$ cat src/rtl/mmio_pkg.sv
// Shared constants for the MIPS data-side MMIO responder: I/O register
// offsets, CTRL/STATUS bit positions and the default I/O window base.
package mmio_pkg;

  localparam logic [31:0] IO_BASE_DEFAULT = 32'hFFFF_0000;

  // Byte offsets inside the I/O window
  localparam logic [7:0] OFF_CTRL     = 8'h00;
  localparam logic [7:0] OFF_COUNT    = 8'h04;
  localparam logic [7:0] OFF_CMP      = 8'h08;
  localparam logic [7:0] OFF_STATUS   = 8'h0C;
  localparam logic [7:0] OFF_GPIO_OUT = 8'h10;
  localparam logic [7:0] OFF_GPIO_IN  = 8'h14;

  // CTRL bit indices
  localparam int unsigned CTRL_EN         = 0;
  localparam int unsigned CTRL_AUTORELOAD = 1;
  localparam int unsigned CTRL_IRQEN      = 2;
  localparam int unsigned CTRL_W          = 3;

  // STATUS bit index
  localparam int unsigned STAT_MATCH = 0;

endpackage

$ cat src/rtl/mmio_timer.sv
// Prescaled timer with compare match: owns CTRL, COUNT, CMP, STATUS and irq.
// Ports:
//   clk, reset      - clock, asynchronous active-low reset
//   wr_ctrl/count/cmp/status - decoded single-cycle write strobes
//   wdata           - CPU store data
//   rd_word         - word offset (address bits [7:2]) for the read mux
//   rdata_c         - combinational read data, 0 for offsets not owned here
//   irq             - registered MATCH & IRQEN
module mmio_timer
  import mmio_pkg::*;
#(
  parameter int unsigned PRESCALE = 4
) (
  input  logic        clk,
  input  logic        reset,
  input  logic        wr_ctrl,
  input  logic        wr_count,
  input  logic        wr_cmp,
  input  logic        wr_status,
  input  logic [31:0] wdata,
  input  logic [5:0]  rd_word,
  output logic [31:0] rdata_c,
  output logic        irq
);

  localparam int unsigned PW = (PRESCALE > 1) ? $clog2(PRESCALE) : 1;
  localparam logic [PW-1:0] PRE_LAST = PW'(PRESCALE - 1);

  logic [CTRL_W-1:0] ctrl_q, ctrl_d;
  logic [31:0]       count_q, count_d;
  logic [31:0]       cmp_q, cmp_d;
  logic              match_q, match_d;
  logic [PW-1:0]     pre_q, pre_d;
  logic              irq_d;
  logic              tick_c;

  assign tick_c = ctrl_q[CTRL_EN] && (pre_q == PRE_LAST);

  // Next-state: timer events first, CPU writes override afterwards
  always_comb begin
    ctrl_d  = ctrl_q;
    count_d = count_q;
    cmp_d   = cmp_q;
    match_d = match_q;
    pre_d   = pre_q;

    if (!ctrl_q[CTRL_EN] || tick_c) pre_d = '0;
    else                            pre_d = pre_q + PW'(1);

    // W1C is applied before the tick so a same-edge match still sets
    if (wr_status && wdata[STAT_MATCH]) match_d = 1'b0;

    if (tick_c) begin
      if (count_q == cmp_q) begin
        match_d = 1'b1;
        if (ctrl_q[CTRL_AUTORELOAD]) begin
          count_d = '0;
        end else begin
          count_d = count_q + 32'd1;
          ctrl_d[CTRL_EN] = 1'b0;
        end
      end else begin
        count_d = count_q + 32'd1;
      end
    end

    if (wr_ctrl) begin
      ctrl_d = wdata[CTRL_W-1:0];
      if (!wdata[CTRL_EN]) pre_d = '0;
    end
    if (wr_count) count_d = wdata;
    if (wr_cmp)   cmp_d   = wdata;

    irq_d = match_d & ctrl_d[CTRL_IRQEN];
  end

  always_ff @(posedge clk or negedge reset) begin
    if (!reset) begin
      ctrl_q  <= '0;
      count_q <= '0;
      cmp_q   <= '0;
      match_q <= 1'b0;
      pre_q   <= '0;
      irq     <= 1'b0;
    end else begin
      ctrl_q  <= ctrl_d;
      count_q <= count_d;
      cmp_q   <= cmp_d;
      match_q <= match_d;
      pre_q   <= pre_d;
      irq     <= irq_d;
    end
  end

  // Register read mux
  always_comb begin
    rdata_c = '0;
    case (rd_word)
      OFF_CTRL[7:2]:   rdata_c = 32'(ctrl_q);
      OFF_COUNT[7:2]:  rdata_c = count_q;
      OFF_CMP[7:2]:    rdata_c = cmp_q;
      OFF_STATUS[7:2]: rdata_c = 32'(match_q);
      default:         rdata_c = '0;
    endcase
  end

endmodule

$ cat src/rtl/mips_mmio_responder.sv
// Data-side responder for the single-cycle MIPS core: word-addressed data RAM
// plus an I/O window (timer, optional GPIO). Loads are combinational, stores
// and all register updates happen on the rising clock edge.
// Optional GPIO is built when MMIO_GPIO_EN is defined; otherwise offsets
// 0x10/0x14 read 0, gpio_out is tied low and gpio_in is ignored.
// Ports:
//   clk, reset          - clock, asynchronous active-low reset
//   memwrite            - store strobe
//   memaddr             - byte address
//   memwritedata        - store data
//   memreaddata         - combinational load data
//   irq                 - registered timer interrupt
//   gpio_in, gpio_out   - external GPIO (gpio_out registered)
module mips_mmio_responder
  import mmio_pkg::*;
#(
  parameter int unsigned RAM_WORDS = 64,
  parameter logic [31:0] IO_BASE   = IO_BASE_DEFAULT,
  parameter int unsigned PRESCALE  = 4
) (
  input  logic        clk,
  input  logic        reset,
  input  logic        memwrite,
  input  logic [31:0] memaddr,
  input  logic [31:0] memwritedata,
  output logic [31:0] memreaddata,
  output logic        irq,
  input  logic [15:0] gpio_in,
  output logic [15:0] gpio_out
);

  localparam int unsigned AW = $clog2(RAM_WORDS);

  logic [31:0]   ram [RAM_WORDS];
  logic          ram_hit_c;
  logic          io_hit_c;
  logic          gpio_hit_c;
  logic [AW-1:0] ram_idx_c;
  logic [5:0]    io_word_c;
  logic          io_we_c;
  logic [31:0]   timer_rdata_c;
  logic [31:0]   gpio_rdata_c;

  // Address decode; byte-lane bits [1:0] never participate
  assign ram_hit_c  = (memaddr[31:AW+2] == '0);
  assign io_hit_c   = (memaddr[31:8] == IO_BASE[31:8]);
  assign ram_idx_c  = memaddr[AW+1:2];
  assign io_word_c  = memaddr[7:2];
  assign io_we_c    = memwrite && io_hit_c;
  assign gpio_hit_c = io_hit_c && ((io_word_c == OFF_GPIO_OUT[7:2]) ||
                                   (io_word_c == OFF_GPIO_IN[7:2]));

  // Data RAM: synchronous write, asynchronous read, contents not reset
  always_ff @(posedge clk) begin
    if (memwrite && ram_hit_c) ram[ram_idx_c] <= memwritedata;
  end

  mmio_timer #(
    .PRESCALE (PRESCALE)
  ) u_timer (
    .clk       (clk),
    .reset     (reset),
    .wr_ctrl   (io_we_c && (io_word_c == OFF_CTRL[7:2])),
    .wr_count  (io_we_c && (io_word_c == OFF_COUNT[7:2])),
    .wr_cmp    (io_we_c && (io_word_c == OFF_CMP[7:2])),
    .wr_status (io_we_c && (io_word_c == OFF_STATUS[7:2])),
    .wdata     (memwritedata),
    .rd_word   (io_word_c),
    .rdata_c   (timer_rdata_c),
    .irq       (irq)
  );

`ifdef MMIO_GPIO_EN
  logic [15:0] gpio_sync1;
  logic [15:0] gpio_sync2;

  // GPIO output register and two-flop input synchronizer
  always_ff @(posedge clk or negedge reset) begin
    if (!reset) begin
      gpio_out   <= '0;
      gpio_sync1 <= '0;
      gpio_sync2 <= '0;
    end else begin
      if (io_we_c && (io_word_c == OFF_GPIO_OUT[7:2])) gpio_out <= memwritedata[15:0];
      gpio_sync1 <= gpio_in;
      gpio_sync2 <= gpio_sync1;
    end
  end

  always_comb begin
    gpio_rdata_c = '0;
    if (io_word_c == OFF_GPIO_OUT[7:2]) gpio_rdata_c = 32'(gpio_out);
    else if (io_word_c == OFF_GPIO_IN[7:2]) gpio_rdata_c = 32'(gpio_sync2);
  end
`else
  logic unused_gpio_in;

  assign unused_gpio_in = ^gpio_in;
  assign gpio_out       = '0;
  assign gpio_rdata_c   = '0;
`endif

  // Load data mux; unmapped addresses read 0
  always_comb begin
    memreaddata = '0;
    if (ram_hit_c)       memreaddata = ram[ram_idx_c];
    else if (gpio_hit_c) memreaddata = gpio_rdata_c;
    else if (io_hit_c)   memreaddata = timer_rdata_c;
  end

endmodule
$ cat config.mk
export PLATFORM = sky130hd
export DESIGN_NAME = mips_mmio_responder
export DESIGN_NICKNAME = d
export VERILOG_FILES = /design/src/rtl/mmio_pkg.sv /design/src/rtl/mmio_timer.sv /design/src/rtl/mips_mmio_responder.sv
export SDC_FILE = /design/constraint.sdc
export NUM_CORES = 2
export LEC_CHECK = 0
export ABC_CLOCK_PERIOD_IN_PS = 2550
export BUFFER_PORTS_ARGS = -buffer_cell sky130_fd_sc_hd__buf_2
export CAP_MARGIN = 0
export CORE_ASPECT_RATIO = 0.5
export CORE_MARGIN = 4
export CORE_UTILIZATION = 60
export CTS_CLUSTER_DIAMETER = 80
export DETAILED_ROUTE_END_ITERATION = 7
export HOLD_SLACK_MARGIN = 0.15
export PLACE_DENSITY_LB_ADDON = 0.08
export SETUP_SLACK_MARGIN = 0.3
export SLEW_MARGIN = 20
export SYNTH_ARGS = -nofsm -noshare
export SYNTH_HDL_FRONTEND = slang
export SYNTH_SLANG_ARGS = --single-unit
$ cat constraint.sdc
create_clock -name clk -period 2.55 [get_ports clk]
set_input_delay 0.1275 -clock clk [delete_from_list [all_inputs] [get_ports clk]]
set_output_delay 0.1275 -clock clk [all_outputs]
set_load 0.005 [all_outputs]
-- Word-level counts from Yosys, hierarchy flattened
Memories as Yosys holds them, arrays and structs flattened.
Index checks and enable logic that the tools add are counted.
- bits in registers: 71
- bits in writable memories: 2048
- input port bits: 83
- memories kept: 1
- memory list (name ; depth ; width ; read ports ; clocked after Yosys merged registers in ; wr ports ; line ; source):
    ram ; 64 ; 32 ; 1 ; 0 ; 1 ; mips_mmio_responder.sv:34 ; logic [31:0] ram [RAM_WORDS];
- add/sub/neg operators: 2
- eq/ne operators: 9
- muxes and demuxes: 20
- bitwise gates (word level): 1
- reductions and logical operators: 18
- operators with widths (kind ; count):
    32-bit 2-to-1 mux ; 7
    32-bit one-hot mux with 4 select lines ; 1
    32-bit by 1-bit adder with 32-bit output, second input constant ; 1
    32-bit == test ; 1
    24-bit == test, second input constant ; 1
    24-bit logical NOT ; 1
    6-bit by 2-bit == test with 1-bit output, second input constant ; 2
    6-bit by 3-bit == test with 1-bit output, second input constant ; 2
    1-bit logical AND ; 9
    1-bit 2-to-1 mux ; 8
    6-bit by 1-bit == test with 1-bit output, second input constant ; 1
    6-bit logical NOT ; 1
    2-bit 2-to-1 mux ; 3
    2-bit nonzero test ; 3
    3-bit 2-to-1 mux ; 1
    3-bit AND reduction ; 1
    2-bit by 1-bit adder with 2-bit output, second input constant ; 1
    2-bit == test, second input constant ; 1
    1-bit logical OR ; 2
    2-bit by 1-bit inequality test with 1-bit output, second input constant ; 1
    1-bit AND ; 1
    1-bit logical NOT ; 1

-- Longest topological paths before layout
- depth after elaboration: 8
- mapped depth: 12

-- Cells and area by module
A second synthesis with hierarchy kept.
- cell total of the unflattened synthesis: 4405
- area, all modules: 84429.7 sq um
- by module, submodules not included (module ; instances ; cells an instance ; area an instance (sq um) ; sequential area each (sq um)):
    mips_mmio_responder ; 1 ; 3952 ; 80100.6 ; 61499.0
    mmio_timer ; 1 ; 453 ; 4329.2 ; 1776.7

-- Worst setup path before layout
Ideal clock, no wire load.
- path kind: input -> register
- from: input port memaddr[2]
- to: memory ram[11][0] (enable)
- setup time: 0.461 ns
- arrival time: 3.459 ns
- slack: -1.369 ns
- stages on the path: 8
- buffers on the path: 5
- cells stage by stage: buf_6 buf_6 and2_1 buf_2 buf_2 buf_2 nand2_1 nor3_1
- RTL lines (item ; line ; source):
    start, declared ; mips_mmio_responder.sv:24 ; input logic [31:0] memaddr,
    end, declared ; mips_mmio_responder.sv:34 ;
No word-level cell before the write port.

-- Worst setup path after layout
- from: memory ram[9][21]
- to: output port memreaddata[21]
- word-level cells in the longest chain between the ends: 2
- RTL lines (item ; line ; source):
    memory 64 x 32 bit ; n/a ;
    32-bit 2-to-1 mux ; mips_mmio_responder.sv:106 ; if (ram_hit_c) memreaddata = ram[ram_idx_c];
    end, declared ; mips_mmio_responder.sv:26 ; output logic [31:0] memreaddata,
Every way passes these cells.

==> qor.csv <==
metric,value,unit
outcome,"complete, but fails checks",
failed_checks,setup timing,
synth_top_area_share,0.737,
place_hpwl,193000,µm
ys_seq_area_frac,0.759,
cts_max_level,4,
swShare,0.227,
seq_power_share,0.536,
setup_ws,-1.38,ns
vias,55200,
syn_to_final_growth,22.1,%
power_leakage,34.4,nW
post-route-min-period,3.93,ns
timing.fmax,255,MHz
hp-class,input pin to flop,
worstHoldEndpoint,u_timer.count_q[2],
setup_viol,32,
clockRootBuffer,clkbuf_16,
p_int,0.0550,W
wl_per_cell,38.6,µm
irDropWorstVdd,0.498,mV
rsz0062_at_grt,yes,
dr.pass1.iters,7,
routed_wl,296000,µm
finalNetCount,5744,
grt_max_degree,72,
first_iter_violations,10500,
grt_usage,0.402,
crit_fanout,1,
hold_viol_final,0,
drc,0,
core,138000,µm²
worst_slew_pin_slew,1.10,ns
placed_area,94300,µm²
yosysWarnings,0,
cts_buffer_depth,4,
r2r_cells,9,
grt_first_pass_wirelength,407000,µm
cp.arrival,3.80,ns
clk_pin_slew,0.07,ns
reg2reg_from,u_timer.count_q[1],
hp-start,memaddr[20],
rows,96,
ys_types,80,
worstSetupPathType,flop to output port,
synth_ff_type,edfxtp_1,
design.die.area,145000,µm²
synth_top_area_cell,edfxtp_1,
power,0.0711,W
netlist_area,83400,µm²
grt_remaining_overflow,0,
cts_tree,built,
synthCells,4785,
switching_power,0.0161,W
r2r_slack,0.30,ns
gp_congestion,0.967,
grt_pass1_vias,52000,
io_buffer_count,97,
start_util,0.606,
maxCapViolCount,0,
timing.rr.end,u_timer.count_q[20],
finClkSkew,0.0163,ns
clock_sinks,2119,
p_clk_frac,0.387,
clk_latency,0.81,ns
p_comb_frac,0.077,
slew_headroom,0.266,
worstHoldPathCells,7,
ys_seq_elements,2119,
antenna_found_initial,15,
period_share,1.54,
die_y,272,µm
drt-vias-per-instance,7.20,
layout-drive-gt1-share,0.315,
layout_common_cells,"edfxtp_1, buf_4, mux2i_1, buf_12, nor2_1",
syn_area_per_cell,17.4,µm²
slew_violations,0,
worstSetupStartpointType,flop,
async_reset_ff_frac,0.0335,
final_area,102000,µm²
die_x,535,µm
powerDensity,698,nW/µm²
drtAntennaViolNets,0,
cts_buffers,184,
synth_edf_count,2048,
end_kind,output port,
pin_count,132,
layout_commonest_cell,edfxtp_1,
required,2.42,ns
yosys-top-cells-area,"edfxtp_1, mux2i_1, mux4_2, mux2_2, a221oi_1",
## sequential cells by signal, summed over array words and instances, names as in the netlist
signal           count
ram               2048
u_timer.ctrl_q       3
u_timer.pre_q        2
u_timer.count_q     32
u_timer.cmp_q       32
u_timer.match_q      1
u_timer.irq          1
## final cells by class
type	count	area [µm²]
Clock buffer	228	4840
Tap cell	1862	2330
Antenna cell	11	27.5
Inverter	7	41.3
Clock inverter	93	827
Multi-Input combinational cell	2332	20400
Fill cell	8319	35700
Timing Repair Buffer	1015	10100
Sequential cell	2119	63300
## critical path, cell delays in order, from the launching register on
cell and delay, ns:
edfxtp_1 0.37, mux2_2 0.28, a221o_1 0.29, a222oi_1 0.81, o211ai_1 0.18, buf_4 0.20
nor4_4 0.36, buf_6 0.21, o22ai_1 0.08, buf_2 0.18
## metal layers
metal	GRT usage	vias to the layer above	share of wire
met4	0.103	6	0.030
met1	0.579	28000	0.36
met2	0.561	5209	0.42
met3	0.184	632	0.19
li1	-	21300	-
met5	0	-	0.0013
## cell families after synthesis
logic type               count (synthesis)  share of synthesized area
adder cells (fa/ha/maj)                  2                   0.000300
AND/OR/NAND/NOR                        602                     0.0321
flip-flops                            2119                      0.759
XOR/XNOR                                54                    0.00567
other                                    1                  0.0000450
AO/OA/AOI/OAI                         1061                     0.0899
multiplexers                           597                     0.0924
buffers and inverters                  349                     0.0210
## power groups by stage
stage          Combinational, W  Sequential, W  Clock (W)
6_report                0.00547         0.0381     0.0275
5_1_grt                 0.00555         0.0381     0.0290
4_1_cts                 0.00514         0.0381     0.0274
3_5_place_dp            0.00489         0.0389          0
3_3_place_gp            0.00482         0.0389          0
2_1_floorplan           0.00188         0.0389          0
## synthesized netlist by cell type, types with 4 or more instances
cell type and number:
o21ai_1 4, o22ai_1 128, nor2b_1 10, a21oi_1 168, clkbuf_1 105, o31ai_1 7, mux2_2 198, or2_2 4
o211ai_1 7, a22oi_1 129, a222oi_1 21, xnor2_1 46, buf_4 53, a22o_1 34, o22a_1 20, o2bb2ai_1 6
o31a_1 4, and2_1 14, nor3_1 20, nor4_1 19, o21ai_0 180, and3_1 6, a221o_1 35, edfxtp_1 2048
nand2_1 189, nand2b_1 7, xor2_1 8, buf_6 9, buf_2 135, o2111ai_1 6, nand4_1 24, mux4_2 117
dfrtp_1 71, inv_1 4, buf_1 38, nand3_1 22, nor2_1 258, o221ai_1 23, and4_1 5, o32a_1 4
mux2i_1 277, or3_1 4, a221oi_1 233, a31oi_1 23
## metrics by stage
step | setup slack [ns] | cells | hold WS (ns) | setup TNS, ns | util
floorplan | -0.256 | 4800 | -0.168 | -404.56 | -
global placement | -1.37 | 7295 | 0.326 | -185.07 | 0.685
detailed placement | -1.44 | 7295 | 0.331 | -217.24 | 0.685
CTS | -1.23 | 7652 | 0.153 | -20.42 | 0.736
global route | -1.43 | 7657 | 0.194 | -23.03 | 0.740
finish | -1.38 | 7667 | 0.207 | -21.20 | 0.740
## what timing repair did
action | CTS | global route
setup buffers | 1 | 3
setup endpoints to repair | 64 | 48
pin swaps | 72 | 38
gates resized for setup | 186 | 103
hold buffers | 35 | 0
gates cloned | 0 | 1
hold endpoints to repair | 1985 | 0
## worst max path at each step
stage          slack (ns)              end        from
6_report            -1.38  memreaddata[21]  ram[9][21]
5_1_grt             -1.43  memreaddata[21]  ram[9][21]
4_1_cts             -1.23  memreaddata[21]  ram[9][21]
3_5_place_dp        -1.44   memreaddata[4]  memaddr[4]
3_3_place_gp        -1.37  memreaddata[21]  memaddr[3]
2_1_floorplan       -0.26       ram[14][0]  memaddr[3]
Power figures use the tool's default switching activity.
